==> src/rtl/uart_pkg.sv <==
// Shared UART definitions: frame width, receiver state encoding and
// the oversampling divider computation used by the baud tick generator.
package uart_pkg;

    localparam int UART_DATA_BITS = 8;

    typedef enum logic [2:0] {
        IDLE,
        START,
        DATA,
        STOP,
        BREAK
    } rx_state_e;

    // Returns 0 for an unusable parameter set so the caller can refuse to elaborate.
    function automatic int calc_os_div(input int clk_freq, input int baud_rate,
                                       input int oversample);
        if (oversample < 8 || baud_rate < 1) return 0;
        return clk_freq / (baud_rate * oversample);
    endfunction

endpackage

==> src/rtl/uart_rx_if.sv <==
// Received-byte channel: 1-deep valid/ready buffer between the UART receiver
// and its consumer.
interface uart_rx_if
    import uart_pkg::*;
();

    logic [UART_DATA_BITS-1:0] out_data;
    logic                      out_valid;
    logic                      out_ready;

    modport master (
        output out_data,
        output out_valid,
        input  out_ready
    );

    modport slave (
        input  out_data,
        input  out_valid,
        output out_ready
    );

endinterface

==> src/rtl/uart_baud_tick.sv <==
// Oversampling tick generator: one-cycle os_tick every OS_DIV clocks while
// enabled, restartable from zero with clr so ticks align to a frame edge.
module uart_baud_tick
    import uart_pkg::*;
#(
    parameter int CLK_FREQ   = 50_000_000,
    parameter int BAUD_RATE  = 115_200,
    parameter int OVERSAMPLE = 16
) (
    input  logic clk,
    input  logic rst,
    input  logic en,
    input  logic clr,
    output logic os_tick
);

    localparam int OS_DIV = calc_os_div(CLK_FREQ, BAUD_RATE, OVERSAMPLE);
    localparam int CW     = (OS_DIV > 1) ? $clog2(OS_DIV) : 1;
    localparam logic [CW-1:0] TERMINAL = CW'(OS_DIV - 1);

    if (OS_DIV < 1) begin : g_param_check
        $error("uart_baud_tick: OVERSAMPLE must be >= 8 and CLK_FREQ/(BAUD_RATE*OVERSAMPLE) >= 1");
    end

    logic [CW-1:0] div_cnt;

    // NOTE: state registers use non-blocking assignments so every flop samples
    // pre-edge values regardless of block evaluation order.
    always_ff @(posedge clk or posedge rst) begin
        if (rst) begin
            div_cnt <= '0;
        end else if (clr) begin
            div_cnt <= '0;
        end else if (en) begin
            div_cnt <= (div_cnt == TERMINAL) ? '0 : div_cnt + CW'(1);
        end
    end

    assign os_tick = en && !clr && (div_cnt == TERMINAL);

endmodule

==> src/rtl/uart_rx.sv <==
// 8N1 UART receiver with 16x oversampling, 3-sample majority vote and a
// 1-deep valid/ready output buffer; framing and overrun errors are pulses.
module uart_rx
    import uart_pkg::*;
#(
    parameter int CLK_FREQ   = 50_000_000,
    parameter int BAUD_RATE  = 115_200,
    parameter int OVERSAMPLE = 16
) (
    input  logic      clk,
    input  logic      rst,
    input  logic      rx,
    uart_rx_if.master out_if,
    output logic      frame_err,
    output logic      overrun_err,
    output logic      busy
);

    localparam int SW = $clog2(OVERSAMPLE);
    localparam int BW = $clog2(UART_DATA_BITS);
    localparam logic [SW-1:0] IDX_A    = SW'(OVERSAMPLE / 2 - 1);
    localparam logic [SW-1:0] IDX_B    = SW'(OVERSAMPLE / 2);
    localparam logic [SW-1:0] IDX_C    = SW'(OVERSAMPLE / 2 + 1);
    localparam logic [SW-1:0] IDX_LAST = SW'(OVERSAMPLE - 1);
    localparam logic [BW-1:0] BIT_LAST = BW'(UART_DATA_BITS - 1);

    logic                      rx_meta;
    logic                      rx_s;
    rx_state_e                 state;
    logic [SW-1:0]             sample_cnt;
    logic [BW-1:0]             bit_cnt;
    logic [UART_DATA_BITS-1:0] shreg;
    logic                      samp_a;
    logic                      samp_b;
    logic                      os_tick;
    logic                      majority;
    logic                      decide;
    logic                      wrap;
    logic                      start_edge;

    // Idle-high reset value keeps a reset release from looking like a start bit.
    always_ff @(posedge clk or posedge rst) begin
        if (rst) {rx_meta, rx_s} <= 2'b11;
        else     {rx_meta, rx_s} <= {rx, rx_meta};
    end

    assign start_edge = (state == IDLE) && !rx_s;
    assign decide     = os_tick && (sample_cnt == IDX_C);
    assign wrap       = os_tick && (sample_cnt == IDX_LAST);
    assign majority   = (samp_a & samp_b) | (samp_a & rx_s) | (samp_b & rx_s);
    assign busy       = (state != IDLE);

    uart_baud_tick #(
        .CLK_FREQ  (CLK_FREQ),
        .BAUD_RATE (BAUD_RATE),
        .OVERSAMPLE(OVERSAMPLE)
    ) u_baud_tick (
        .clk    (clk),
        .rst    (rst),
        .en     (state != IDLE),
        .clr    (start_edge),
        .os_tick(os_tick)
    );

    always_ff @(posedge clk or posedge rst) begin
        if (rst) begin
            state            <= IDLE;
            sample_cnt       <= '0;
            bit_cnt          <= '0;
            shreg            <= '0;
            samp_a           <= 1'b1;
            samp_b           <= 1'b1;
            out_if.out_data  <= '0;
            out_if.out_valid <= 1'b0;
            frame_err        <= 1'b0;
            overrun_err      <= 1'b0;
        end else begin
            frame_err   <= 1'b0;
            overrun_err <= 1'b0;

            if (out_if.out_valid && out_if.out_ready) out_if.out_valid <= 1'b0;

            if (os_tick) begin
                sample_cnt <= wrap ? '0 : sample_cnt + SW'(1);
                if (sample_cnt == IDX_A) samp_a <= rx_s;
                if (sample_cnt == IDX_B) samp_b <= rx_s;
            end

            case (state)
                IDLE: begin
                    sample_cnt <= '0;
                    bit_cnt    <= '0;
                    if (!rx_s) state <= START;
                end
                START: begin
                    if (decide && majority) state <= IDLE;
                    else if (wrap)          state <= DATA;
                end
                DATA: begin
                    if (decide) shreg <= {majority, shreg[UART_DATA_BITS-1:1]};
                    if (wrap) begin
                        bit_cnt <= bit_cnt + BW'(1);
                        if (bit_cnt == BIT_LAST) state <= STOP;
                    end
                end
                // Stop bit acts at the decision point so the next start edge is never missed.
                STOP: begin
                    if (decide) begin
                        if (!majority) begin
                            frame_err <= 1'b1;
                            state     <= BREAK;
                        end else begin
                            if (!out_if.out_valid || out_if.out_ready) begin
                                out_if.out_data  <= shreg;
                                out_if.out_valid <= 1'b1;
                            end else begin
                                overrun_err <= 1'b1;
                            end
                            state <= IDLE;
                        end
                    end
                end
                BREAK: begin
                    if (rx_s) state <= IDLE;
                end
                default: state <= IDLE;
            endcase
        end
    end

endmodule

==> src/flat_wrapper.sv <==
// flat-port wrapper written by rule: the top's interface ports become plain ports
module uart_rx_flat import uart_pkg::*;
#(
    parameter int CLK_FREQ   = 50_000_000,
    parameter int BAUD_RATE  = 115_200,
    parameter int OVERSAMPLE = 16
)
  (clk, rst, rx, frame_err, overrun_err, busy, out_if_out_data, out_if_out_valid, out_if_out_ready);
  uart_rx_if out_if_i ();
  input  logic clk;
  input  logic rst;
  input  logic rx;
  output logic frame_err;
  output logic overrun_err;
  output logic busy;
  output wire logic [$bits(out_if_i.out_data)-1:0] out_if_out_data;
  output wire logic [$bits(out_if_i.out_valid)-1:0] out_if_out_valid;
  input wire logic [$bits(out_if_i.out_ready)-1:0] out_if_out_ready;
  assign out_if_out_data = out_if_i.out_data;
  assign out_if_out_valid = out_if_i.out_valid;
  assign out_if_i.out_ready = out_if_out_ready;
  uart_rx #(.CLK_FREQ(CLK_FREQ), .BAUD_RATE(BAUD_RATE), .OVERSAMPLE(OVERSAMPLE)) u_core (.clk(clk), .rst(rst), .rx(rx), .out_if(out_if_i), .frame_err(frame_err), .overrun_err(overrun_err), .busy(busy));
endmodule
==> config.mk <==
export PLATFORM = sky130hd
export DESIGN_NAME = uart_rx_flat
export DESIGN_NICKNAME = d
export VERILOG_FILES = /design/src/rtl/uart_pkg.sv /design/src/rtl/uart_rx_if.sv /design/src/rtl/uart_baud_tick.sv /design/src/rtl/uart_rx.sv /design/src/flat_wrapper.sv
export SDC_FILE = /design/constraint.sdc
export NUM_CORES = 1
export LEC_CHECK = 0
export BUFFER_PORTS_ARGS = -buffer_cell sky130_fd_sc_hd__buf_2
export CAP_MARGIN = 20
export CORE_ASPECT_RATIO = 0.8
export CORE_MARGIN = 2
export CORE_UTILIZATION = 60
export CTS_CLUSTER_SIZE = 14
export DETAILED_ROUTE_END_ITERATION = 10
export MAX_ROUTING_LAYER = met4
export PLACE_DENSITY_LB_ADDON = 0.15
export SYNTH_ARGS = -nofsm -noshare
export SYNTH_HDL_FRONTEND = slang
export SYNTH_SLANG_ARGS = --single-unit
==> constraint.sdc <==
create_clock -name clk -period 3.8 [get_ports clk]
set_input_delay 0.38 -clock clk [delete_from_list [all_inputs] [get_ports clk]]
set_output_delay 0.38 -clock clk [all_outputs]
set_load 0.02 [all_outputs]
---- After elaboration in Yosys (flattened, before gate mapping) ----
Cells that the tools add are included.
word-level totals
  output and inout port bits .............. 12
  input bits .............................. 4
  register bits after elaboration ......... 38
  word-level logic and storage cells ...... 88
cells by class
  equality and inequality tests ........... 16
  multiplexer cells ....................... 29
  bitwise logic cells ..................... 5
  reductions and logical operators ........ 22
  add/subtract/negate cells ............... 3
operators by type and width
  operator                                                                  number
  3-bit 2-to-1 mux                                                          9
  5-bit 2-to-1 mux                                                          3
  3-bit one-hot mux with 5 select lines                                     1
  4-bit == test (second input constant)                                     3
  1-bit 2-to-1 mux                                                          12
  4-bit 2-to-1 mux                                                          3
  2-bit by 1-bit inequality test with 1-bit output (second input constant)  4
  2-bit AND reduction                                                       4
  1-bit logical AND                                                         7
  3-bit by 2-bit == test with 1-bit output (second input constant)          2
  3-bit == test (second input constant)                                     2
  3-bit one-hot mux with 2 select lines                                     1
  6-bit AND reduction                                                       1
  2-bit nonzero test                                                        3
  5-bit by 1-bit adder with 5-bit output (second input constant)            1
  5-bit == test (second input constant)                                     1
  4-bit by 1-bit adder with 4-bit output (second input constant)            1
  4-bit by 3-bit == test with 1-bit output (second input constant)          1
  4-bit AND reduction                                                       1
  3-bit by 1-bit adder with 3-bit output (second input constant)            1
  1-bit AND                                                                 3
  3-bit by 1-bit == test with 1-bit output (second input constant)          1
  1-bit zero test                                                           3
  3-bit zero test                                                           1
  5 further kinds                                                           6

---- Depth between registers and ports, before layout ----
  word-level depth ........................ 9
  mapped depth ............................ 7
  depth with buffers taken out ............ 6

---- Hierarchy ----
From an unflattened synthesis, not the netlist that was laid out.
unflattened totals
  cell total of the unflattened synthesis .. 153
  area total of the unflattened synthesis .. 1,793.0 um^2
by module, submodules not included
  module          cells each  instances  area each (um^2)  seq. area each (um^2)
  uart_rx         120         1          1,498.9           830.8
  uart_baud_tick  33          1          294.0             125.1

---- Worst setup path before layout ----
Ideal clock, no wire load.
  kind .................................... reg2reg
  start point ............................. register u_core.u_baud_tick.div_cnt[0]
  end point ............................... register u_core.out_if.out_data[0]
  arrival ................................. 1,705 ps
  stages on the path, launching flop included .. 8
  data required time ...................... 3,675 ps
  library setup time ...................... 125 ps
  path slack .............................. 1,970 ps
  path buffers ............................ 1
  period minus slack after synthesis ...... 1,830 ps
  cell sequence ........................... dfrtp_1 -> inv_1 -> ha_1 -> nand4b_1 -> nor3b_1 -> and3_1 -> buf_2 -> mux2_2
on the way
  cells in the longest elaborated chain, start to end .. 4
RTL lines
  item                                  line                  text
  start: declaration                    uart_baud_tick.sv:25  logic [CW-1:0] div_cnt;
  start signal: assignment              uart_baud_tick.sv:35  div_cnt <= (div_cnt == TERMINAL) ? '0 : div_cnt + CW'(1);
  5-bit == test                         uart_baud_tick.sv:39  assign os_tick = en && !clr && (div_cnt == TERMINAL);
  1-bit logical AND                     uart_baud_tick.sv:39
  1-bit logical AND                     uart_rx.sv:48         assign decide = os_tick && (sample_cnt == IDX_C);
  4-bit AND reduction (no source line)  -
  end signal: assignment                uart_rx.sv:114        out_if.out_data <= shreg;
  end: declaration                      uart_rx_if.sv:12      output out_data,
No other way between the ends.
A chain may end at the register's enable or synchronous reset.

---- Final worst setup path ----
Same ends and word-level chain as after synthesis.

==> results.toml <==
[worst_setup_path]
max_stage_delay_ns = 0.45
worstPathRequired_ns = 3.96
cp.arrival_ns = 2.61
crit_chain = "inv_1 > ha_1 > nand4b_1 > nor3b_1 > and3_1 > mux2_2"
worst_setup_path_end_kind = "flop"
cpLargestDelayFamily = "simple AND/OR/NAND/NOR gates"
slowest_stage = "nor3b_1"
worstSetupPathType = "reg2reg"
cp.buffers_inverters = 1
worstPathMaxFanout = 12
start_kind = "flop"

[grt]
grt_remaining_overflow = 0
track_usage = 0.221
grt_max_degree = 29
antenna_found_initial = 0
grt_pass1_wl_um = 5440
grt_pass1_vias = 1181

[pwr]
power_uw = 751
powerDensity_nw_per_um2 = 367
p_int_uw = 609
p_leak_nw = 1.04
power_frac_clock = 0.437
comb_power_share = 0.019
p_sw_uw = 143
p_sw_frac = 0.190
ir_drop_v = 0.000271
p_seq_frac = 0.543

[yosys]
synth.distinct_cells = 35
yosys_register_bits = 38
ys_seq_area_frac = 0.535
syn_area_per_cell_um2 = 11.2
synth_fp_nets = 170
synth_area_um2 = 1790
ys.flop_type = "dfrtp_1"
async_reset_ff_frac = 1.00
synth-edff-count = 0
ys_warn_count = 0
netlist_instances = 159

[clock_tree]
cts_tree = "built"
worstSkewPairLatency_ns = 0.29
cts_setup_buffers = 0
clk_path_buf_depth = 2
clockRootBuffer = "clkbuf_8"
htreeDepth = 2
clk_pin_slew_worst_paths_ns = 0.07
postCtsResizedCells = 0
cts_sinks = 38
numCtsBuffers = 5

[sta]
rsz0062_at_grt = "no"
worst_pin_slew_ns = 0.608
fin_crit_ns = 2.44
fin_tns_setup_ns = 0
finalSetupViolations = 0
relSlewSlack = 0.592
finClkSkew_ns = 0.0114
fmax_ghz = 0.409
period_share = 0.643
slew_violations = 0
hold_viol_final = 0

[min_path]
hp-class = "in2reg"

[final_layout]
area_growth_pct = 14.6
nNetsFinal = 191
diodes = 0
drive_gt1_frac = 0.271

[floorplanning]
rows = 17
die_h_um = 52.8
die_area_um2 = 3430
fp.dieW_um = 65.0
core-area_um2 = 2790
io_pins = 16
start_util = 0.641

[place]
io_buffer_count = 15
gp_congestion = 0.855
dp_hpwl_um = 2360

[drt]
drc = 0
viasPerCell = 5.79
vias = 1268
dr.first_iter.drc_count = 74
ant_nets = 0
routed_wl_um = 3290
wl_per_cell_um = 15.0
drt_first_pass_iters = 4

[run]
max-cap-violations = 0

[status]
status = "completed"
-- worst paths after layout --
kind	startpoint	slack, ns	cells past startpoint	end
worst max-delay path	u_core.u_baud_tick.div_cnt[0]$_DFFE_PP0P_	1.36	6	u_core.out_if.out_data[0]$_DFFE_PP0P_
worst min-delay path	rx	0.19	1	u_core.rx_meta$_DFF_PP1_
worst max register to register	u_core.u_baud_tick.div_cnt[0]$_DFFE_PP0P_	1.36	6	u_core.out_if.out_data[0]$_DFFE_PP0P_
worst min register to register	u_core.rx_meta$_DFF_PP1_	0.36	0	u_core.rx_s$_DFF_PP1_
max in group asynchronous	rst	2.79	4	u_core.rx_s$_DFF_PP1_
min in group asynchronous	rst	0.56	3	u_core.out_if.out_data[1]$_DFFE_PP0P_
-- metrics by stage --
step	std cells	area, µm²	util	hold slack [ns]	setup slack [ns]
CTS	217	2010	0.721	0.185	1.36
global placement	209	1900	0.683	0.347	1.53
global route	219	2050	0.735	0.180	1.19
finish	219	2050	0.735	0.192	1.36
floorplan	159	1790	-	0.345	1.97
detailed placement	209	1900	0.683	0.351	1.41
-- cells in the final DEF (no fill, tap or decap) --
cell	count
o22ai_1	1
mux2i_1	2
bufinv_16	1
or3_1	2
nor3b_1	1
nand3b_1	2
dlygate4sd3_1	1
nand3_1	7
a21o_1	1
nor4_4	1
and3_1	2
nor2_1	7
nand2b_1	2
dfstp_2	4
clkbuf_1	2
xor2_1	2
and4b_1	1
a31oi_1	1
o211ai_1	1
and3b_1	1
buf_2	15
clkbuf_8	5
o21ai_0	14
o211a_1	1
and2_1	2
dfrtp_1	34
a22oi_1	2
buf_16	1
a21oi_1	4
maj3_2	1
inv_1	9
mux2_2	18
nor3_1	4
or2_2	1
a311oi_1	1
nand4b_1	3
or2_1	1
nand2_1	14
ha_1	7
buf_4	2
-- power by group through the flow --
stage                     registers, mW  logic [mW]  clock network, mW
after floorplan                   0.415     0.00644                  0
after global placement            0.415      0.0103                  0
after detailed placement          0.416      0.0110                  0
after CTS                         0.408      0.0110              0.335
after global routing              0.408      0.0168              0.358
final                             0.408      0.0146              0.329
-- metal layers --
layer  GRT usage  share of wire
met1       0.283           0.45
met3      0.0645          0.045
met2       0.351           0.50
met5           -              0
met4      0.0556         0.0036
-- cell type report --
| class | instances | area (µm²) |
|---|---|---|
| multi-input cells | 107 | 776 |
| well taps | 38 | 47.5 |
| fillers | 191 | 739 |
| repair buffers | 19 | 128 |
| inverters | 9 | 33.8 |
| flip-flops and latches | 38 | 956 |
| clock inverters | 1 | 30.0 |
| clock buffers | 7 | 76.3 |
-- kinds of logic after synthesis --
logic type               synth area share
AO/OA/AOI/OAI                      0.0847
XOR/XNOR                          0.00981
adder cells (fa/ha/maj)            0.0553
buffers and inverters              0.0308
flip-flops                          0.535
multiplexers                        0.125
AND/OR/NAND/NOR                     0.160
-- synthesized netlist by cell type, types with 2 or more instances --
master / number / area share
a22oi_1: 2 / 0.0084
ha_1: 7 / 0.049
nor3_1: 4 / 0.011
or3_1: 2 / 0.0070
mux2i_1: 2 / 0.011
dfrtp_1: 34 / 0.48
nand4b_1: 3 / 0.015
nand2_1: 14 / 0.029
dfstp_2: 4 / 0.059
mux2_2: 18 / 0.11
nand3b_1: 2 / 0.0084
buf_2: 2 / 0.0056
xor2_1: 2 / 0.0098
clkbuf_1: 3 / 0.0063
nor2_1: 7 / 0.015
a21oi_1: 4 / 0.011
and3_1: 2 / 0.0070
nand3_1: 7 / 0.020
o21ai_0: 14 / 0.039
and2_1: 2 / 0.0070
inv_1: 9 / 0.019
nand2b_1: 2 / 0.0070
-- flip-flops by register name, summed over array words and instances (netlist names) --
register,flops
u_core.bit_cnt,3
u_core.frame_err,1
u_core.out_if.out_data,8
u_core.out_if.out_valid,1
u_core.overrun_err,1
u_core.rx_meta,1
u_core.rx_s,1
u_core.samp_a,1
u_core.samp_b,1
u_core.sample_cnt,4
u_core.shreg,8
u_core.state,3
u_core.u_baud_tick.div_cnt,5
-- repair_timing --
item                                   CTS  global route
setup endpoints to repair                0             0
endpoints found under the hold margin    0             1
hold buffers                             0             1
No activity file was read; power rests on OpenSTA's default activity.
